**src/rtl/ct_mmu_dutlb_pkg.sv**
```systemverilog
// Shared definitions for the data uTLB refill controller: FSM state
// encoding and the default VPN/PPN/flag widths.
package ct_mmu_dutlb_pkg;

   localparam int VPN_WIDTH = 27;
   localparam int PPN_WIDTH = 28;
   localparam int FLG_WIDTH = 14;

   typedef enum logic [1:0] {
      ST_IDLE = 2'b00,
      ST_REQ  = 2'b01,
      ST_WAIT = 2'b10,
      ST_UPD  = 2'b11
   } state_e;

   // Width of a pointer that can index n entries (at least one bit).
   function automatic int ptr_width(input int n);
      return (n > 1) ? $clog2(n) : 1;
   endfunction

endpackage

```
**src/rtl/ct_mmu_dutlb_refill_ctrl_if.sv**
```systemverilog
// uTLB <-> jTLB refill handshake. The uTLB side is the master (raises the
// request), the jTLB side is the slave (grants and returns refill data).
interface ct_mmu_dutlb_refill_ctrl_if #(
   parameter int VPN_WIDTH = ct_mmu_dutlb_pkg::VPN_WIDTH,
   parameter int PPN_WIDTH = ct_mmu_dutlb_pkg::PPN_WIDTH,
   parameter int FLG_WIDTH = ct_mmu_dutlb_pkg::FLG_WIDTH
);
   logic                 utlb_jtlb_req;
   logic [VPN_WIDTH-1:0] utlb_jtlb_vpn;
   logic                 jtlb_utlb_grant;
   logic                 jtlb_utlb_refill_vld;
   logic                 jtlb_utlb_fault;
   logic [PPN_WIDTH-1:0] jtlb_utlb_ppn;
   logic [FLG_WIDTH-1:0] jtlb_utlb_flg;

   modport master (
      output utlb_jtlb_req,
      output utlb_jtlb_vpn,
      input  jtlb_utlb_grant,
      input  jtlb_utlb_refill_vld,
      input  jtlb_utlb_fault,
      input  jtlb_utlb_ppn,
      input  jtlb_utlb_flg
   );

   modport slave (
      input  utlb_jtlb_req,
      input  utlb_jtlb_vpn,
      output jtlb_utlb_grant,
      output jtlb_utlb_refill_vld,
      output jtlb_utlb_fault,
      output jtlb_utlb_ppn,
      output jtlb_utlb_flg
   );
endinterface

```
**src/rtl/ct_mmu_dutlb_victim_sel.sv**
```systemverilog
// Victim picker for a uTLB refill: lowest-index invalid entry if any,
// otherwise the round-robin pointer, which then advances (with wrap).
module ct_mmu_dutlb_victim_sel #(
   parameter int ENTRY_NUM = 17,
   parameter int PTR_W     = 5
) (
   input  logic [ENTRY_NUM-1:0] entry_vld,
   input  logic [PTR_W-1:0]     rr_ptr,
   output logic [ENTRY_NUM-1:0] victim,
   output logic [PTR_W-1:0]     rr_ptr_next
);

   // inv_below[i] is set when some entry below index i is invalid
   logic [ENTRY_NUM:0]   inv_below;
   logic [ENTRY_NUM-1:0] victim_inv;
   logic [ENTRY_NUM-1:0] victim_rr;
   logic                 all_vld;

   assign inv_below[0] = 1'b0;

   genvar gi;
   generate
      for (gi = 0; gi < ENTRY_NUM; gi++) begin : g_entry
         assign inv_below[gi+1] = inv_below[gi] | ~entry_vld[gi];
         assign victim_inv[gi]  = ~entry_vld[gi] & ~inv_below[gi];
         assign victim_rr[gi]   = (rr_ptr == PTR_W'(gi));
      end
   endgenerate

   assign all_vld = ~inv_below[ENTRY_NUM];

   // Pointer only moves when it was actually used to pick the victim
   always_comb begin
      victim      = all_vld ? victim_rr : victim_inv;
      rr_ptr_next = rr_ptr;
      if (all_vld) begin
         rr_ptr_next = (rr_ptr == PTR_W'(ENTRY_NUM-1)) ? '0 : rr_ptr + PTR_W'(1);
      end
   end

endmodule

```
**src/rtl/ct_mmu_dutlb_refill_ctrl.sv**
```systemverilog
// Data uTLB miss/refill controller. Detects misses on the two LSU lookup
// ports, requests a translation from the jTLB for one of them (port 0
// first), and on refill writes a chosen victim entry with a one-cycle
// one-hot update. Flushes abandon or discard an in-flight refill.
// Optional: define CT_MMU_DUTLB_MISS_CNT_EN to add the utlb_miss_cnt output.
module ct_mmu_dutlb_refill_ctrl #(
   parameter int ENTRY_NUM = 17,
   parameter int VPN_WIDTH = ct_mmu_dutlb_pkg::VPN_WIDTH,
   parameter int PPN_WIDTH = ct_mmu_dutlb_pkg::PPN_WIDTH,
   parameter int FLG_WIDTH = ct_mmu_dutlb_pkg::FLG_WIDTH
) (
   input  logic                    utlb_entry_clk,
   input  logic                    cpurst_b,
   input  logic [ENTRY_NUM-1:0]    entry_vld,
   input  logic [ENTRY_NUM-1:0]    entry_hit0,
   input  logic [ENTRY_NUM-1:0]    entry_hit1,
   input  logic                    lsu_req0_vld,
   input  logic                    lsu_req1_vld,
   input  logic [VPN_WIDTH-1:0]    lsu_req_vpn0,
   input  logic [VPN_WIDTH-1:0]    lsu_req_vpn1,
   input  logic                    regs_utlb_clr,
   input  logic                    tlboper_utlb_clr,
   ct_mmu_dutlb_refill_ctrl_if.master jtlb,
   output logic [ENTRY_NUM-1:0]    utlb_entry_upd,
   output logic [VPN_WIDTH-1:0]    utlb_upd_vpn,
   output logic [PPN_WIDTH-1:0]    utlb_upd_ppn,
   output logic [FLG_WIDTH-1:0]    utlb_upd_flg,
   output logic                    utlb_miss0,
   output logic                    utlb_miss1,
   output logic                    utlb_fault_vld,
   output logic                    utlb_fault_port
`ifdef CT_MMU_DUTLB_MISS_CNT_EN
   ,
   output logic [31:0]             utlb_miss_cnt
`endif
);

   import ct_mmu_dutlb_pkg::*;

   localparam int PTR_W = ptr_width(ENTRY_NUM);

   state_e               state_q, state_d;
   logic [VPN_WIDTH-1:0] vpn_q, vpn_d;
   logic                 port_q, port_d;
   logic                 drop_q, drop_d;
   logic [VPN_WIDTH-1:0] upd_vpn_q, upd_vpn_d;
   logic [PPN_WIDTH-1:0] upd_ppn_q, upd_ppn_d;
   logic [FLG_WIDTH-1:0] upd_flg_q, upd_flg_d;
   logic [PTR_W-1:0]     rr_ptr_q, rr_ptr_d;
   logic                 fault_vld_q, fault_vld_d;
   logic                 fault_port_q, fault_port_d;

   logic                 clr;
   logic                 hit0_any, hit1_any;
   logic                 miss0, miss1;
   logic                 req_c;
   logic [ENTRY_NUM-1:0] upd_c;
   logic [ENTRY_NUM-1:0] victim;
   logic [PTR_W-1:0]     rr_ptr_next;

   assign clr      = regs_utlb_clr | tlboper_utlb_clr;
   assign hit0_any = |(entry_hit0 & entry_vld);
   assign hit1_any = |(entry_hit1 & entry_vld);
   assign miss0    = lsu_req0_vld & ~hit0_any;
   assign miss1    = lsu_req1_vld & ~hit1_any;

   ct_mmu_dutlb_victim_sel #(
      .ENTRY_NUM (ENTRY_NUM),
      .PTR_W     (PTR_W)
   ) u_victim_sel (
      .entry_vld   (entry_vld),
      .rr_ptr      (rr_ptr_q),
      .victim      (victim),
      .rr_ptr_next (rr_ptr_next)
   );

   // Next-state and output decode for the refill FSM
   always_comb begin
      state_d      = state_q;
      vpn_d        = vpn_q;
      port_d       = port_q;
      drop_d       = drop_q;
      upd_vpn_d    = upd_vpn_q;
      upd_ppn_d    = upd_ppn_q;
      upd_flg_d    = upd_flg_q;
      rr_ptr_d     = rr_ptr_q;
      fault_vld_d  = 1'b0;
      fault_port_d = fault_port_q;
      req_c        = 1'b0;
      upd_c        = '0;
      case (state_q)
         ST_IDLE: begin
            if (miss0) begin
               vpn_d   = lsu_req_vpn0;
               port_d  = 1'b0;
               state_d = ST_REQ;
            end else if (miss1) begin
               vpn_d   = lsu_req_vpn1;
               port_d  = 1'b1;
               state_d = ST_REQ;
            end
         end
         ST_REQ: begin
            // A flush may withdraw the request only before it is granted
            if (clr) begin
               state_d = ST_IDLE;
            end else begin
               req_c = 1'b1;
               if (jtlb.jtlb_utlb_grant) begin
                  state_d = ST_WAIT;
               end
            end
         end
         ST_WAIT: begin
            if (jtlb.jtlb_utlb_refill_vld) begin
               state_d = ST_IDLE;
               if (drop_q || clr) begin
                  drop_d = 1'b0;
               end else if (jtlb.jtlb_utlb_fault) begin
                  fault_vld_d  = 1'b1;
                  fault_port_d = port_q;
               end else begin
                  upd_vpn_d = vpn_q;
                  upd_ppn_d = jtlb.jtlb_utlb_ppn;
                  upd_flg_d = jtlb.jtlb_utlb_flg;
                  state_d   = ST_UPD;
               end
            end else if (clr) begin
               // Granted request cannot be withdrawn: remember to discard it
               drop_d = 1'b1;
            end
         end
         ST_UPD: begin
            state_d = ST_IDLE;
            if (!clr) begin
               upd_c    = victim;
               rr_ptr_d = rr_ptr_next;
            end
         end
         default: state_d = ST_IDLE;
      endcase
   end

   // FSM and datapath registers
   always_ff @(posedge utlb_entry_clk or negedge cpurst_b) begin
      if (!cpurst_b) begin
         state_q      <= ST_IDLE;
         vpn_q        <= '0;
         port_q       <= 1'b0;
         drop_q       <= 1'b0;
         upd_vpn_q    <= '0;
         upd_ppn_q    <= '0;
         upd_flg_q    <= '0;
         rr_ptr_q     <= '0;
         fault_vld_q  <= 1'b0;
         fault_port_q <= 1'b0;
      end else begin
         state_q      <= state_d;
         vpn_q        <= vpn_d;
         port_q       <= port_d;
         drop_q       <= drop_d;
         upd_vpn_q    <= upd_vpn_d;
         upd_ppn_q    <= upd_ppn_d;
         upd_flg_q    <= upd_flg_d;
         rr_ptr_q     <= rr_ptr_d;
         fault_vld_q  <= fault_vld_d;
         fault_port_q <= fault_port_d;
      end
   end

   assign jtlb.utlb_jtlb_req = req_c;
   assign jtlb.utlb_jtlb_vpn = vpn_q;
   assign utlb_entry_upd     = upd_c;
   assign utlb_upd_vpn       = upd_vpn_q;
   assign utlb_upd_ppn       = upd_ppn_q;
   assign utlb_upd_flg       = upd_flg_q;
   assign utlb_miss0         = miss0;
   assign utlb_miss1         = miss1;
   assign utlb_fault_vld     = fault_vld_q;
   assign utlb_fault_port    = fault_port_q;

`ifdef CT_MMU_DUTLB_MISS_CNT_EN
   logic [31:0] miss_cnt_q, miss_cnt_d;

   // Saturating count of refill requests started from IDLE
   always_comb begin
      miss_cnt_d = miss_cnt_q;
      if ((state_q == ST_IDLE) && (state_d == ST_REQ) && (miss_cnt_q != 32'hFFFF_FFFF)) begin
         miss_cnt_d = miss_cnt_q + 32'd1;
      end
   end

   // Miss counter register, cleared only by reset
   always_ff @(posedge utlb_entry_clk or negedge cpurst_b) begin
      if (!cpurst_b) begin
         miss_cnt_q <= '0;
      end else begin
         miss_cnt_q <= miss_cnt_d;
      end
   end

   assign utlb_miss_cnt = miss_cnt_q;
`endif

endmodule

```
**src/flat_wrapper.sv**
```systemverilog
// flat-port wrapper written by rule: the top's interface ports become plain ports
module ct_mmu_dutlb_refill_ctrl_flat import ct_mmu_dutlb_pkg::*;
#(
   parameter int ENTRY_NUM = 17,
   parameter int VPN_WIDTH = ct_mmu_dutlb_pkg::VPN_WIDTH,
   parameter int PPN_WIDTH = ct_mmu_dutlb_pkg::PPN_WIDTH,
   parameter int FLG_WIDTH = ct_mmu_dutlb_pkg::FLG_WIDTH
)
  (utlb_entry_clk, cpurst_b, entry_vld, entry_hit0, entry_hit1, lsu_req0_vld, lsu_req1_vld, lsu_req_vpn0, lsu_req_vpn1, regs_utlb_clr, tlboper_utlb_clr, utlb_entry_upd, utlb_upd_vpn, utlb_upd_ppn, utlb_upd_flg, utlb_miss0, utlb_miss1, utlb_fault_vld, utlb_fault_port, jtlb_utlb_jtlb_req, jtlb_utlb_jtlb_vpn, jtlb_jtlb_utlb_grant, jtlb_jtlb_utlb_refill_vld, jtlb_jtlb_utlb_fault, jtlb_jtlb_utlb_ppn, jtlb_jtlb_utlb_flg);
  ct_mmu_dutlb_refill_ctrl_if #(.VPN_WIDTH(VPN_WIDTH), .PPN_WIDTH(PPN_WIDTH), .FLG_WIDTH(FLG_WIDTH)) jtlb_i ();
  input  logic utlb_entry_clk;
  input  logic cpurst_b;
  input  logic [ENTRY_NUM-1:0] entry_vld;
  input  logic [ENTRY_NUM-1:0] entry_hit0;
  input  logic [ENTRY_NUM-1:0] entry_hit1;
  input  logic lsu_req0_vld;
  input  logic lsu_req1_vld;
  input  logic [VPN_WIDTH-1:0] lsu_req_vpn0;
  input  logic [VPN_WIDTH-1:0] lsu_req_vpn1;
  input  logic regs_utlb_clr;
  input  logic tlboper_utlb_clr;
  output logic [ENTRY_NUM-1:0] utlb_entry_upd;
  output logic [VPN_WIDTH-1:0] utlb_upd_vpn;
  output logic [PPN_WIDTH-1:0] utlb_upd_ppn;
  output logic [FLG_WIDTH-1:0] utlb_upd_flg;
  output logic utlb_miss0;
  output logic utlb_miss1;
  output logic utlb_fault_vld;
  output logic utlb_fault_port;
  output wire logic [$bits(jtlb_i.utlb_jtlb_req)-1:0] jtlb_utlb_jtlb_req;
  output wire logic [$bits(jtlb_i.utlb_jtlb_vpn)-1:0] jtlb_utlb_jtlb_vpn;
  input wire logic [$bits(jtlb_i.jtlb_utlb_grant)-1:0] jtlb_jtlb_utlb_grant;
  input wire logic [$bits(jtlb_i.jtlb_utlb_refill_vld)-1:0] jtlb_jtlb_utlb_refill_vld;
  input wire logic [$bits(jtlb_i.jtlb_utlb_fault)-1:0] jtlb_jtlb_utlb_fault;
  input wire logic [$bits(jtlb_i.jtlb_utlb_ppn)-1:0] jtlb_jtlb_utlb_ppn;
  input wire logic [$bits(jtlb_i.jtlb_utlb_flg)-1:0] jtlb_jtlb_utlb_flg;
  assign jtlb_utlb_jtlb_req = jtlb_i.utlb_jtlb_req;
  assign jtlb_utlb_jtlb_vpn = jtlb_i.utlb_jtlb_vpn;
  assign jtlb_i.jtlb_utlb_grant = jtlb_jtlb_utlb_grant;
  assign jtlb_i.jtlb_utlb_refill_vld = jtlb_jtlb_utlb_refill_vld;
  assign jtlb_i.jtlb_utlb_fault = jtlb_jtlb_utlb_fault;
  assign jtlb_i.jtlb_utlb_ppn = jtlb_jtlb_utlb_ppn;
  assign jtlb_i.jtlb_utlb_flg = jtlb_jtlb_utlb_flg;
  ct_mmu_dutlb_refill_ctrl #(.ENTRY_NUM(ENTRY_NUM), .VPN_WIDTH(VPN_WIDTH), .PPN_WIDTH(PPN_WIDTH), .FLG_WIDTH(FLG_WIDTH)) u_core (.utlb_entry_clk(utlb_entry_clk), .cpurst_b(cpurst_b), .entry_vld(entry_vld), .entry_hit0(entry_hit0), .entry_hit1(entry_hit1), .lsu_req0_vld(lsu_req0_vld), .lsu_req1_vld(lsu_req1_vld), .lsu_req_vpn0(lsu_req_vpn0), .lsu_req_vpn1(lsu_req_vpn1), .regs_utlb_clr(regs_utlb_clr), .tlboper_utlb_clr(tlboper_utlb_clr), .jtlb(jtlb_i), .utlb_entry_upd(utlb_entry_upd), .utlb_upd_vpn(utlb_upd_vpn), .utlb_upd_ppn(utlb_upd_ppn), .utlb_upd_flg(utlb_upd_flg), .utlb_miss0(utlb_miss0), .utlb_miss1(utlb_miss1), .utlb_fault_vld(utlb_fault_vld), .utlb_fault_port(utlb_fault_port));
endmodule
```
**config.mk**
```make
export PLATFORM = sky130hd
export DESIGN_NAME = ct_mmu_dutlb_refill_ctrl_flat
export DESIGN_NICKNAME = d
export VERILOG_FILES = /design/src/rtl/ct_mmu_dutlb_pkg.sv /design/src/rtl/ct_mmu_dutlb_refill_ctrl_if.sv /design/src/rtl/ct_mmu_dutlb_victim_sel.sv /design/src/rtl/ct_mmu_dutlb_refill_ctrl.sv /design/src/flat_wrapper.sv
export SDC_FILE = /design/constraint.sdc
export NUM_CORES = 1
export LEC_CHECK = 0
export ABC_AREA = 0
export CAP_MARGIN = 30
export CORE_AREA = 2 2 106 108
export CTS_CLUSTER_SIZE = 25
export DETAILED_ROUTE_END_ITERATION = 10
export DIE_AREA = 0 0 108 110
export DONT_BUFFER_PORTS = 1
export SLEW_MARGIN = 20
export SYNTH_ARGS = -nofsm -noshare
export SYNTH_HDL_FRONTEND = slang
export SYNTH_SLANG_ARGS = --single-unit
```
**constraint.sdc**
```tcl
create_clock -name utlb_entry_clk -period 2 [get_ports utlb_entry_clk]
set_input_delay 0.1 -clock utlb_entry_clk [delete_from_list [all_inputs] [get_ports utlb_entry_clk]]
set_output_delay 0.1 -clock utlb_entry_clk [all_outputs]
set_load 0.005 [all_outputs]
```
[Word level (Yosys, flattened, before mapping)]
Cells that the tools add are included.
Storage, ports and cells
  register bits: 107
  bits of input ports: 156
  output and inout port bits: 118
  logic and storage cells: 147
Operators by class
  add/sub/neg operators: 1
  equal/unequal tests: 23
  mux-type cells: 25
  bitwise gates (word level): 75
  reduce and logical (&&, ||, !) cells: 13
Operators with widths (count)
  $mux 27: 2
  $mux 17: 3
  $eq 5x4->1 const B: 8
  $not 1->1: 38
  $and 17x17->17: 2
  $reduce_or 17->1: 2
  $eq 5x3->1 const B: 4
  $and 1x1->1: 18
  $or 1x1->1: 17
  $mux 2: 7
  $mux 1: 11
  $eq 5x2->1 const B: 2
  $reduce_and 3->1: 3
  $pmux 2 s4: 1
  $reduce_and 4->1: 2
  $add 5x1->5 const B: 1
  $eq 5x1->1 const B: 1
  $eq 5x5->1 const B: 1
  $logic_not 5->1: 1
  $mux 5: 1
  $eq 2x2->1 const B: 2
  $reduce_bool 2->1: 2
  $ne 3x2->1 const B: 1
  $ne 3x3->1 const B: 1
  6 further kinds: 6

[Depth between registers and ports, before layout]
Gate-level depths: netlist (run 1).
  depth in word-level cells: 21
  gate-level depth with buffers: 8

[Cells and area by module]
From an unflattened synthesis (run 1), not the netlist that was laid out.
Unflattened totals
  cell total of the unflattened synthesis: 431
  area, all modules: 5393.9 um^2
By module, submodules not included
  ct_mmu_dutlb_refill_ctrl: times used 1, cells an instance 335, area an instance 4782.1 um^2, sequential area each 2677.6 um^2
  ct_mmu_dutlb_victim_sel: times used 1, cells an instance 96, area an instance 611.8 um^2, sequential area each 0.0 um^2

[Worst setup path after synthesis (run 1)]
Ideal clock, no wire load.
  path type: input-to-reg
  start: in entry_hit0[8]
  end: reg u_core.vpn_q[10] (netlist: u_core.jtlb.utlb_jtlb_vpn[10])
  setup time: 128 ps
  data arrival time: 1781 ps
  data required time: 1872 ps
  setup slack: 92 ps
  stages: 6
  path buffers: 1
  cells stage by stage: a22oi_2 -> nand4_2 -> nor4_4 -> buf_6 -> mux2_1 -> mux2_1
On the way
  word-level cells in the longest chain between the ends: 6
Ends and longest elaborated chain
  from (decl): line flat_wrapper.sv:14  | input logic [ENTRY_NUM-1:0] entry_hit0;
  $and 17x17->17 (*): line ct_mmu_dutlb_refill_ctrl.sv:62  | assign hit0_any = |(entry_hit0 & entry_vld);
  $reduce_or 17->1 (*): line ct_mmu_dutlb_refill_ctrl.sv:62
  $not 1->1 (*): line ct_mmu_dutlb_refill_ctrl.sv:64  | assign miss0 = lsu_req0_vld & ~hit0_any;
  $and 1x1->1 (*): line ct_mmu_dutlb_refill_ctrl.sv:64
  $reduce_bool 2->1 (no source line)
  $reduce_and 2->1 (no source line)
  to (signal assigned): line ct_mmu_dutlb_refill_ctrl.sv:159  | vpn_q <= vpn_d;
  to (decl): line ct_mmu_dutlb_refill_ctrl.sv:43  | logic [VPN_WIDTH-1:0] vpn_q, vpn_d;
Mark *: on every way between the ends. The rest lies on a longest branch, timed or not.
A chain may end at the register's enable or synchronous reset.

[Worst setup path in the final report (run 1)]
  start: in entry_hit0[12]
  end: reg u_core.vpn_q[24] (netlist: u_core.jtlb.utlb_jtlb_vpn[24])
Same word-level chain as after synthesis.

==> metrics.txt, run 1 <==
post-layout util 0.6144; fillers 840; global-route wire length before repair 20590 um; reg-to-reg critical path endpoint u_core.utlb_upd_ppn[12]; top cells by area, synth dfrtp_1, mux2_2, mux2_1; commonest non-fill, non-tap cell in the layout dfrtp_1; H-tree depth 3; LEAKAGE 3.108 nW; Clock Tree Root clkbuf_8; worst path required time 2.26 ns; clk_lat worst skew 0.38 ns; Seq/Total Area, Yosys 0.5248; Post-route DRC 0; vias in the first global route about 4k; GRT overflow 0; cell accounting for the most synthesized area dfrtp_1; Slew HR 0.6576; chip height 110 um; failing checks negative hold slack; Area growth syn-to-layout 28.81%; worst hold slack -0.5983 ns; Post-Layout Cell Count between 600 and 700; crit-path cells nand2_1 > nand4_1 > nor4_4 > clkbuf_16 > mux2_1 > dlygate4sd3_1 > mux2_1; Syn Inst Count just over 400; Worst VDD drop 445.0 uV; Worst path top cell family by delay buffers and inverters; Cell Area, Placed 5326 um^2; Power Dens Cells 616.3 nW/um^2; final setup fails 0; initial DRC count 217; final instance area 6573 um^2; max-slew violation count 0; NumNets Final between 600 and 700; Yosys reg bits 107; Sink Count 107; DRT Wirelength 14250 um; warnings from Yosys 0; share of the synthesized area in the top cell type 0.5248; Worst path max stage delay 0.55 ns; crit start category primary input; Starting Density 0.4770; Critical Path Sink Type flip-flop; GP Congestion slightly below 0.8; IO Port Bufs 0; minimum clock period 1.983 ns; Setup WS post-layout between 0.015 and 0.02 ns; post-route ant nets 0; Top Ports 274; cell mode on critical path mux2_1; clock buffer depth 2; Worst R2R Setup Slack 0.08 ns; Clock Skew roughly 0.012 ns; worst slew pin tran about 0.51 ns; final hold vios roughly 110; status finished, violations left; R2R Path Start u_core.drop_q; CTS tree built; FF-to-FF path depth 4; DP Worst Slack 0.09973 ns; final worst path period share 0.9916; Routed wire per std cell 21.69 um; Synth async-reset ratio 1.000; most frequent cells in the layout dfrtp_1, dlygate4sd3_1, mux2_2, mux2_1, nand2_1; Core Area between 10000 and 15000 um^2; Die ar. 11880 um^2; initial antenna violation count 1; DR vias/cell 5.718; mapped cell area ~5000 um^2; Avg Cell Area, Syn 12.63 um^2; RSZ-0062 raised after global routing yes; routed vias 3757; placed instance count 538; DP HPWL 9783 um; crit path DAT 2.24 ns; CP max-delay cell dlygate4sd3_1; main flop type after synthesis dfrtp_1; Max-Cap Viols 0; clock slew at reported path FFs between 0.1 and 0.15 ns; pin count of the biggest net entering global routing 108; First-pass DRT Iterations 4; number of distinct library cells after synthesis 46; Num CTS Buffers 9; Post-synth EDFFs 0; gr usage total 0.2317; number of buffers and inverters on the critical path 2; Die Wd 108 um; CP Max Fanout 14; WS Path Type in -> reg; layout cells sized above 1 0.2287; Hold Path Class in -> async; row count 38; Mapped Nets 565; fmax just over 500 MHz
flip-flops by register name (all words and copies together), names as in the netlist:
register	cells
u_core.utlb_fault_vld	1
u_core.state_q	2
u_core.jtlb.utlb_jtlb_vpn	27
u_core.drop_q	1
u_core.rr_ptr_q	5
u_core.utlb_upd_ppn	28
u_core.port_q	1
u_core.utlb_fault_port	1
u_core.utlb_upd_flg	14
u_core.utlb_upd_vpn	27
kinds of logic (layout without fill, tap and decap cells):
kind of cell	Yosys count	in the layout	share of synthesized area
multiplexers	125	125	0.2759
flip-flops	107	107	0.5248
AND/OR/NAND/NOR	100	100	0.1027
AO/OA/AOI/OAI	40	40	0.05616
buffers and inverters	26	138	0.02648
adder cells (fa/ha/maj)	5	5	0.01226
XOR/XNOR	1	1	0.001717
other	0	1	0
metrics by stage:
step | power (mW) | setup TNS (ns)
floorplan | 2.606 | 0
global placement | 2.677 | 0
detailed placement | 2.691 | 0
CTS | 4.086 | 0
global route | 4.222 | -0.2324
finish | 4.051 | 0
final cells by class:
| type | instances | area (um^2) | area share |
|---|---|---|---|
| flip-flops and latches | 107 | 2678 | 0.4074 |
| well taps | 140 | 175.2 | 0.02665 |
| clock inverters | 7 | 61.31 | 0.009328 |
| diodes | 1 | 2.502 | 0.0003807 |
| clock buffers | 9 | 123.9 | 0.01885 |
| multi-input cells | 271 | 2313 | 0.3520 |
| repair buffers | 114 | 1189 | 0.1808 |
| inverters | 8 | 30.03 | 0.004569 |
synth_stat cells (all sizes together), types with 5 or more instances:
| cell | instances |
|---|---|
| mux2 | 125 |
| dfrtp | 107 |
| nand2 | 31 |
| nor2 | 21 |
| buf | 14 |
| nand4 | 13 |
| a21oi | 9 |
| nand3 | 9 |
| inv | 8 |
| a22oi | 7 |
| nor3 | 6 |
| a31oi | 5 |
| ha | 5 |
routing by layer:
metal,track usage,wire length [um],part of all wire
met1,0.2281,4772,0.33
met4,0.1557,833,0.058
met5,0,0,0
met3,0.07407,1354,0.095
met2,0.4169,7291,0.51
power by group:
part           internal [mW]  total, mW  switching [mW]
sequential              2.29       2.43           0.137
combinational          0.259      0.372           0.114
clock                  0.475       1.25           0.773
total                   3.03       4.05            1.02
worst max path at each step:
stage	from	to	slack [ns]	cells past startpoint
4_1_cts	entry_hit0[8]	u_core.jtlb.utlb_jtlb_vpn[26]	0.04	7
2_1_floorplan	entry_hit0[8]	u_core.jtlb.utlb_jtlb_vpn[10]	0.09	6
5_1_grt	entry_hit0[5]	u_core.jtlb.utlb_jtlb_vpn[2]	-0.03	7
3_3_place_gp	u_core.drop_q	u_core.utlb_upd_ppn[13]	0.15	4
6_report	entry_hit0[12]	u_core.jtlb.utlb_jtlb_vpn[24]	0.02	7
3_5_place_dp	u_core.drop_q	u_core.utlb_upd_ppn[0]	0.1	4
repair_timing:
action,in CTS,in global routing
setup buffers,0,1
cloned,0,1
hold buffers,98,2
setup endpoints to repair,1,23
resized for setup,1,6
hold endpoints to repair,181,108
pin swaps,0,1
No activity file was read; power rests on OpenSTA's default activity.
==> run 2: changes to the inputs <==
--- a/config.mk
+++ b/config.mk
@@ -7,11 +7,14 @@
 export LEC_CHECK = 0
 export ABC_AREA = 0
 export CAP_MARGIN = 30
-export CORE_AREA = 2 2 106 108
+export CELL_PAD_IN_SITES_DETAIL_PLACEMENT = 1
+export CELL_PAD_IN_SITES_GLOBAL_PLACEMENT = 1
+export CORE_MARGIN = 1
+export CORE_UTILIZATION = 47
 export CTS_CLUSTER_SIZE = 25
 export DETAILED_ROUTE_END_ITERATION = 10
-export DIE_AREA = 0 0 108 110
 export DONT_BUFFER_PORTS = 1
+export PLACE_DENSITY_LB_ADDON = 0.1
 export SLEW_MARGIN = 20
 export SYNTH_ARGS = -nofsm -noshare
 export SYNTH_HDL_FRONTEND = slang
==> run 2 against run 1 <==
The run still ends with negative hold slack left. Flip-flop and latch count did not move. Power fell by 0.43%. Maximum frequency rose by 4.2%. Global-route usage rose by 5.4 points. Hold slack got worse by 0.0031 ns. Cell area fell by 2.9%. Final cell count fell by 2.7%. Die area fell by 5.1%. Largest power group unchanged. Register-to-register slack improved by 0.09 ns. Sequential share of layout area rose by 1.2 points. Utilization fell by 0.19 points.
==> metrics.txt, run 2 (synthesis results as in run 1) <==
IO Port Bufs 0; ANT cells 0; fillers approximately 1k; gr usage total 0.2856; NumNets Final 661; crit path DAT 2.17 ns; final instance area 6380 um^2; Starting Density 0.4898; worst slew pin tran approximately 0.57 ns; vias in the first global route 4257; worst hold slack -0.6014 ns; Critical Path Sink Type flip-flop; Top Ports 274; clock slew at reported path FFs 0.11 ns; CP max-delay cell dlygate4sd3_1; CP Max Fanout 12; LEAKAGE 3.031 nW; final worst path period share 0.9520; worst path required time 2.27 ns; post-route ant nets 0; crit-path cells nand2_1 > nand4_1 > nor4_4 > buf_6 > mux2_1 > dlygate4sd3_1 > mux2_1; DR vias/cell 6.016; most frequent cells in the layout dfrtp_1, dlygate4sd3_1, mux2_2, mux2_1, nand2_1; layout cells sized above 1 0.2346; minimum clock period 1.904 ns; WS Path Type in -> reg; Num CTS Buffers 9; chip height 106.2 um; Area growth syn-to-layout 25.04%; initial antenna violation count 0; Clock Tree Root clkbuf_8; Cell Area, Placed 5304 um^2; Die Wd 106.2 um; GRT overflow 0; Routed wire per std cell approximately 25 um; Setup WS post-layout 0.09607 ns; H-tree depth 3; Hold Path Class in -> async; status finished, violations left; pin count of the biggest net entering global routing 108; Clock Skew 0.01662 ns; final hold vios 107; CTS tree built; setup_tns 0 ns; Largest register FFs 28; commonest non-fill, non-tap cell in the layout dfrtp_1; fmax around 530 MHz; max-slew violation count 0; Post-route DRC 0; Worst path max stage delay ~0.56 ns; DP Worst Slack ~0.094 ns; final setup fails 0; DRT Wirelength between 15000 and 20000 um; First-pass DRT Iterations 4; failing checks negative hold slack; clock buffer depth 2; initial DRC count 186; Power Dens Cells 632.2 nW/um^2; DP HPWL 10300 um; Post-Layout Cell Count 639; crit start category primary input; cell mode on critical path mux2_1; routed vias 3844; row count 37; global-route wire length before repair 24060 um; Die ar. 11280 um^2; RSZ-0062 raised after global routing no; Sink Count around 110; clk_lat worst skew roughly 0.38 ns; Max-Cap Viols 0; GP Congestion 0.8790; Slew HR 0.6215; placed instance count 535; Worst VDD drop 446.2 uV; Core Area roughly 10000 um^2
## run 2: cell types whose count changed in the layout (fill, tap and decap cells not counted), sizes merged
cell          previous run  this run
buf                     13        19
dlymetal6s4s             1         0
clkinv                   4         2
dlygate4sd3             99        84
clkbuf                  10         9
diode                    1         0
## run 2: worst paths after layout
check | startpoint | endpoint | slack [ns] | cells after the start
worst max-delay path | entry_hit0[12] | u_core.jtlb.utlb_jtlb_vpn[23] | 0.1 | 7
worst min-delay path | cpurst_b | u_core.utlb_upd_ppn[10] | -0.60 | 0
worst max register to register | u_core.drop_q | u_core.utlb_upd_ppn[15] | 0.17 | 4
worst min register to register | u_core.utlb_upd_ppn[6] | u_core.utlb_upd_ppn[6] | 0.54 | 1
max in group asynchronous | cpurst_b | u_core.utlb_upd_vpn[5] | 2.44 | 0
min in group utlb_entry_clk | lsu_req_vpn0[21] | u_core.jtlb.utlb_jtlb_vpn[21] | 0.01 | 2
## run 2: report_power, final
| part | internal, mW | total (mW) | switching [mW] |
|---|---|---|---|
| registers | 2.29 | 2.44 | 0.148 |
| logic | 0.237 | 0.363 | 0.126 |
| clock network | 0.462 | 1.23 | 0.766 |
| total | 2.99 | 4.03 | 1.04 |
## run 2: repair_timing
action,in CTS,in global routing
hold buffers,81,3
endpoints found under the hold margin,172,109
setup endpoints to repair,1,7
gates resized for setup,2,3
setup buffers,0,6
gates cloned,0,0
pin swaps,0,1
## run 2: critical path, delay by kind of cell
family	cells	cell delay, ns
multiplexers	2	0.65
buffers and inverters	2	0.78
AND/OR/NAND/NOR	3	0.62
## run 2: metal layers
metal,up-vias,track usage,routed length [um],part of all wire
li1,1659,-,-,-
met1,1936,0.2936,5604,0.35
met2,208,0.5408,8779,0.54
met3,41,0.07235,1208,0.075
met4,0,0.1250,523,0.032
met5,-,0,0,0
## run 2: area by class of cell
type / count / area [um^2] / area share
Tap cell: 136 / 170.2 / 0.02667
Multi-Input combinational cell: 271 / 2307 / 0.3616
Sequential cell: 107 / 2678 / 0.4197
Inverter: 8 / 30.03 / 0.004707
Clock inverter: 5 / 46.29 / 0.007256
Clock buffer: 9 / 123.9 / 0.01942
Timing Repair Buffer: 103 / 1025 / 0.1606
## run 2: metrics by stage
stage / power (mW) / util
floorplan: 2.606 / -
global placement: 2.675 / 0.5092
detailed placement: 2.694 / 0.5092
CTS: 4.016 / 0.6043
global route: 4.171 / 0.6125
finish: 4.033 / 0.6125
==> run 3: changes to the inputs <==
--- a/config.mk
+++ b/config.mk
@@ -9,12 +9,11 @@
 export CAP_MARGIN = 30
 export CELL_PAD_IN_SITES_DETAIL_PLACEMENT = 1
 export CELL_PAD_IN_SITES_GLOBAL_PLACEMENT = 1
-export CORE_MARGIN = 1
 export CORE_UTILIZATION = 47
 export CTS_CLUSTER_SIZE = 25
 export DETAILED_ROUTE_END_ITERATION = 10
 export DONT_BUFFER_PORTS = 1
-export PLACE_DENSITY_LB_ADDON = 0.1
+export PLACE_DENSITY_LB_ADDON = 0.05
 export SLEW_MARGIN = 20
 export SYNTH_ARGS = -nofsm -noshare
 export SYNTH_HDL_FRONTEND = slang
==> run 3 against run 2 <==
The flow still finishes with violations (negative hold slack). Utilization grew 1.0 points. Via count decreased by 1.1%. Maximum frequency down 4.0%. Count of clock-buffer cells in the layout up 1. Setup slack worse by 0.079 ns. Combinational power up 2%. Power is 0.60% higher. Flip-flop and latch count unchanged. Hold slack better by 0.015 ns. Cell area up 1.6%. Die area stayed put. Largest power group unchanged. Highest routed layer unchanged.
==> metrics.txt, run 3 (synthesis results as in run 1) <==
H-tree depth 3; crit path DAT 2.25 ns; Critical Path Sink Type flip-flop; routed vias 3803; setup_tns 0 ns; cell mode on critical path mux2_1; Clock Skew slightly above 0.009 ns; final instance area between 6000 and 7000 um^2; Worst path top cell family by delay buffers and inverters; ANT cells 0; crit-path cells nand2_1 > nand4_1 > nor4_4 > buf_6 > clkbuf_16 > mux2_1 > dlygate4sd3_1 > mux2_1; CP Max Fanout 11; met2 Use GR 0.5213; clock buffer depth 2; final hold vios 107; max-slew violation count 0; DRT Wirelength 16130 um; Post-route DRC 0; met3 usage 0.08768; Slew HR 0.6712; reg-to-reg critical path endpoint u_core.utlb_upd_ppn[10]; Routed wire per std cell 25.12 um; Area growth syn-to-layout 27.07%; DP HPWL 10200 um; Largest register FFs 28; Core Area approximately 10000 um^2; WS Path Type in -> reg; CP max-delay cell dlygate4sd3_1; Sink Count 107; DP Worst Slack approximately 0.13 ns; Setup WS post-layout 0.01681 ns; initial antenna violation count 0; worst hold slack -0.5868 ns; Num CTS Buffers 9; global-route wire length before repair 23820 um; grt peak-use layer met2; final setup fails 0; crit start category primary input; R2R Path Start u_core.state_q[0]; Worst R2R Setup Slack roughly 0.040 ns; GR Util met1 0.3040; Top Ports 274; final worst path period share 0.9916; First-pass DRT Iterations 4; NumNets Final 663; worst path required time 2.26 ns; Die ar. 11280 um^2; failing checks negative hold slack; # hold bufs at CTS 89; clk_lat worst skew roughly 0.38 ns; post-route ant nets 0; layout cells sized above 1 0.2372; most frequent cells in the layout dfrtp_1, dlygate4sd3_1, mux2_2, mux2_1, nand2_1; Power Dens Cells 625.8 nW/um^2; number of buffers and inverters on the critical path 3; DR vias/cell 5.924; initial DRC count 171; Max-Cap Viols 0; vias in the first global route 4227; Die Wd 106.2 um; Worst VDD drop 466.3 uV; GRT overflow 0; FF-to-FF path depth 5; CTS tree built; Hold Path Class in -> async; status finished, violations left; Clock Tree Root clkbuf_8; pin count of the biggest net entering global routing 108; clock slew at reported path FFs approximately 0.10 ns; gr usage total 0.2849; fmax 504.2 MHz; LEAKAGE 3.050 nW; Worst path max stage delay 0.56 ns; GP Congestion 0.9331; worst slew pin tran 0.4922 ns; commonest non-fill, non-tap cell in the layout dfrtp_1; chip height 106.2 um; Starting Density 0.4898; Cell Area, Placed 5329 um^2; minimum clock period about 2.0 ns; IO Port Bufs 0; row count 37
run 3: area by class of cell:
| class | instances | area (um^2) |
|---|---|---|
| timing repair buffer | 105 | 1112 |
| clock inverter | 5 | 38.79 |
| fill | 1033 | 3933 |
| inverter | 8 | 30.03 |
| sequential | 107 | 2679 |
| tap | 136 | 170.2 |
| multi-input combinational | 271 | 2316 |
| clock buffer | 10 | 137.6 |
run 3: power breakdown:
group	internal (mW)	total (mW)	switching, mW	leakage [nW]
combinational	0.245	0.370	0.125	1.49
sequential	2.29	2.44	0.150	1.47
clock	0.487	1.24	0.757	0.0887
run 3: what timing repair did:
| item | CTS | global route |
|---|---|---|
| pin swaps | 0 | 2 |
| resized for setup | 2 | 6 |
| hold endpoints to repair | 177 | 107 |
| setup buffers | 0 | 1 |
| cloned | 0 | 2 |
| endpoints found under the setup margin | 1 | 18 |
run 3: stage by stage:
step                hold WS [ns]  total power, mW  cells  utilization
floorplan                -0.1956            2.606    404            -
global placement         -0.1878            2.681    535       0.5116
detailed placement       -0.1880            2.704    535       0.5116
CTS                      -0.6095            4.056    639       0.6148
global route             -0.6136            4.202    642       0.6225
finish                   -0.5868            4.057    642       0.6225
run 3: worst max-delay path by stage:
| stage | startpoint | depth (start not counted) | endpoint | slack, ns |
|---|---|---|---|---|
| finish | entry_hit0[12] | 8 | u_core.jtlb.utlb_jtlb_vpn[16] | 0.02 |
| global route | u_core.state_q[0] | 5 | u_core.utlb_upd_ppn[11] | -0.03 |
| CTS | entry_hit0[8] | 7 | u_core.jtlb.utlb_jtlb_vpn[10] | 0.03 |
| detailed placement | u_core.drop_q | 4 | u_core.utlb_upd_ppn[15] | 0.13 |
| global placement | u_core.drop_q | 4 | u_core.utlb_upd_ppn[13] | 0.16 |
| floorplan | entry_hit0[8] | 6 | u_core.jtlb.utlb_jtlb_vpn[10] | 0.09 |
run 3: metal layers:
metal / up-vias / wire (um)
li1: 1664 / -
met1: 1914 / 5708
met2: 189 / 8676
met3: 36 / 1240
met4: 0 / 504
met5: - / 0
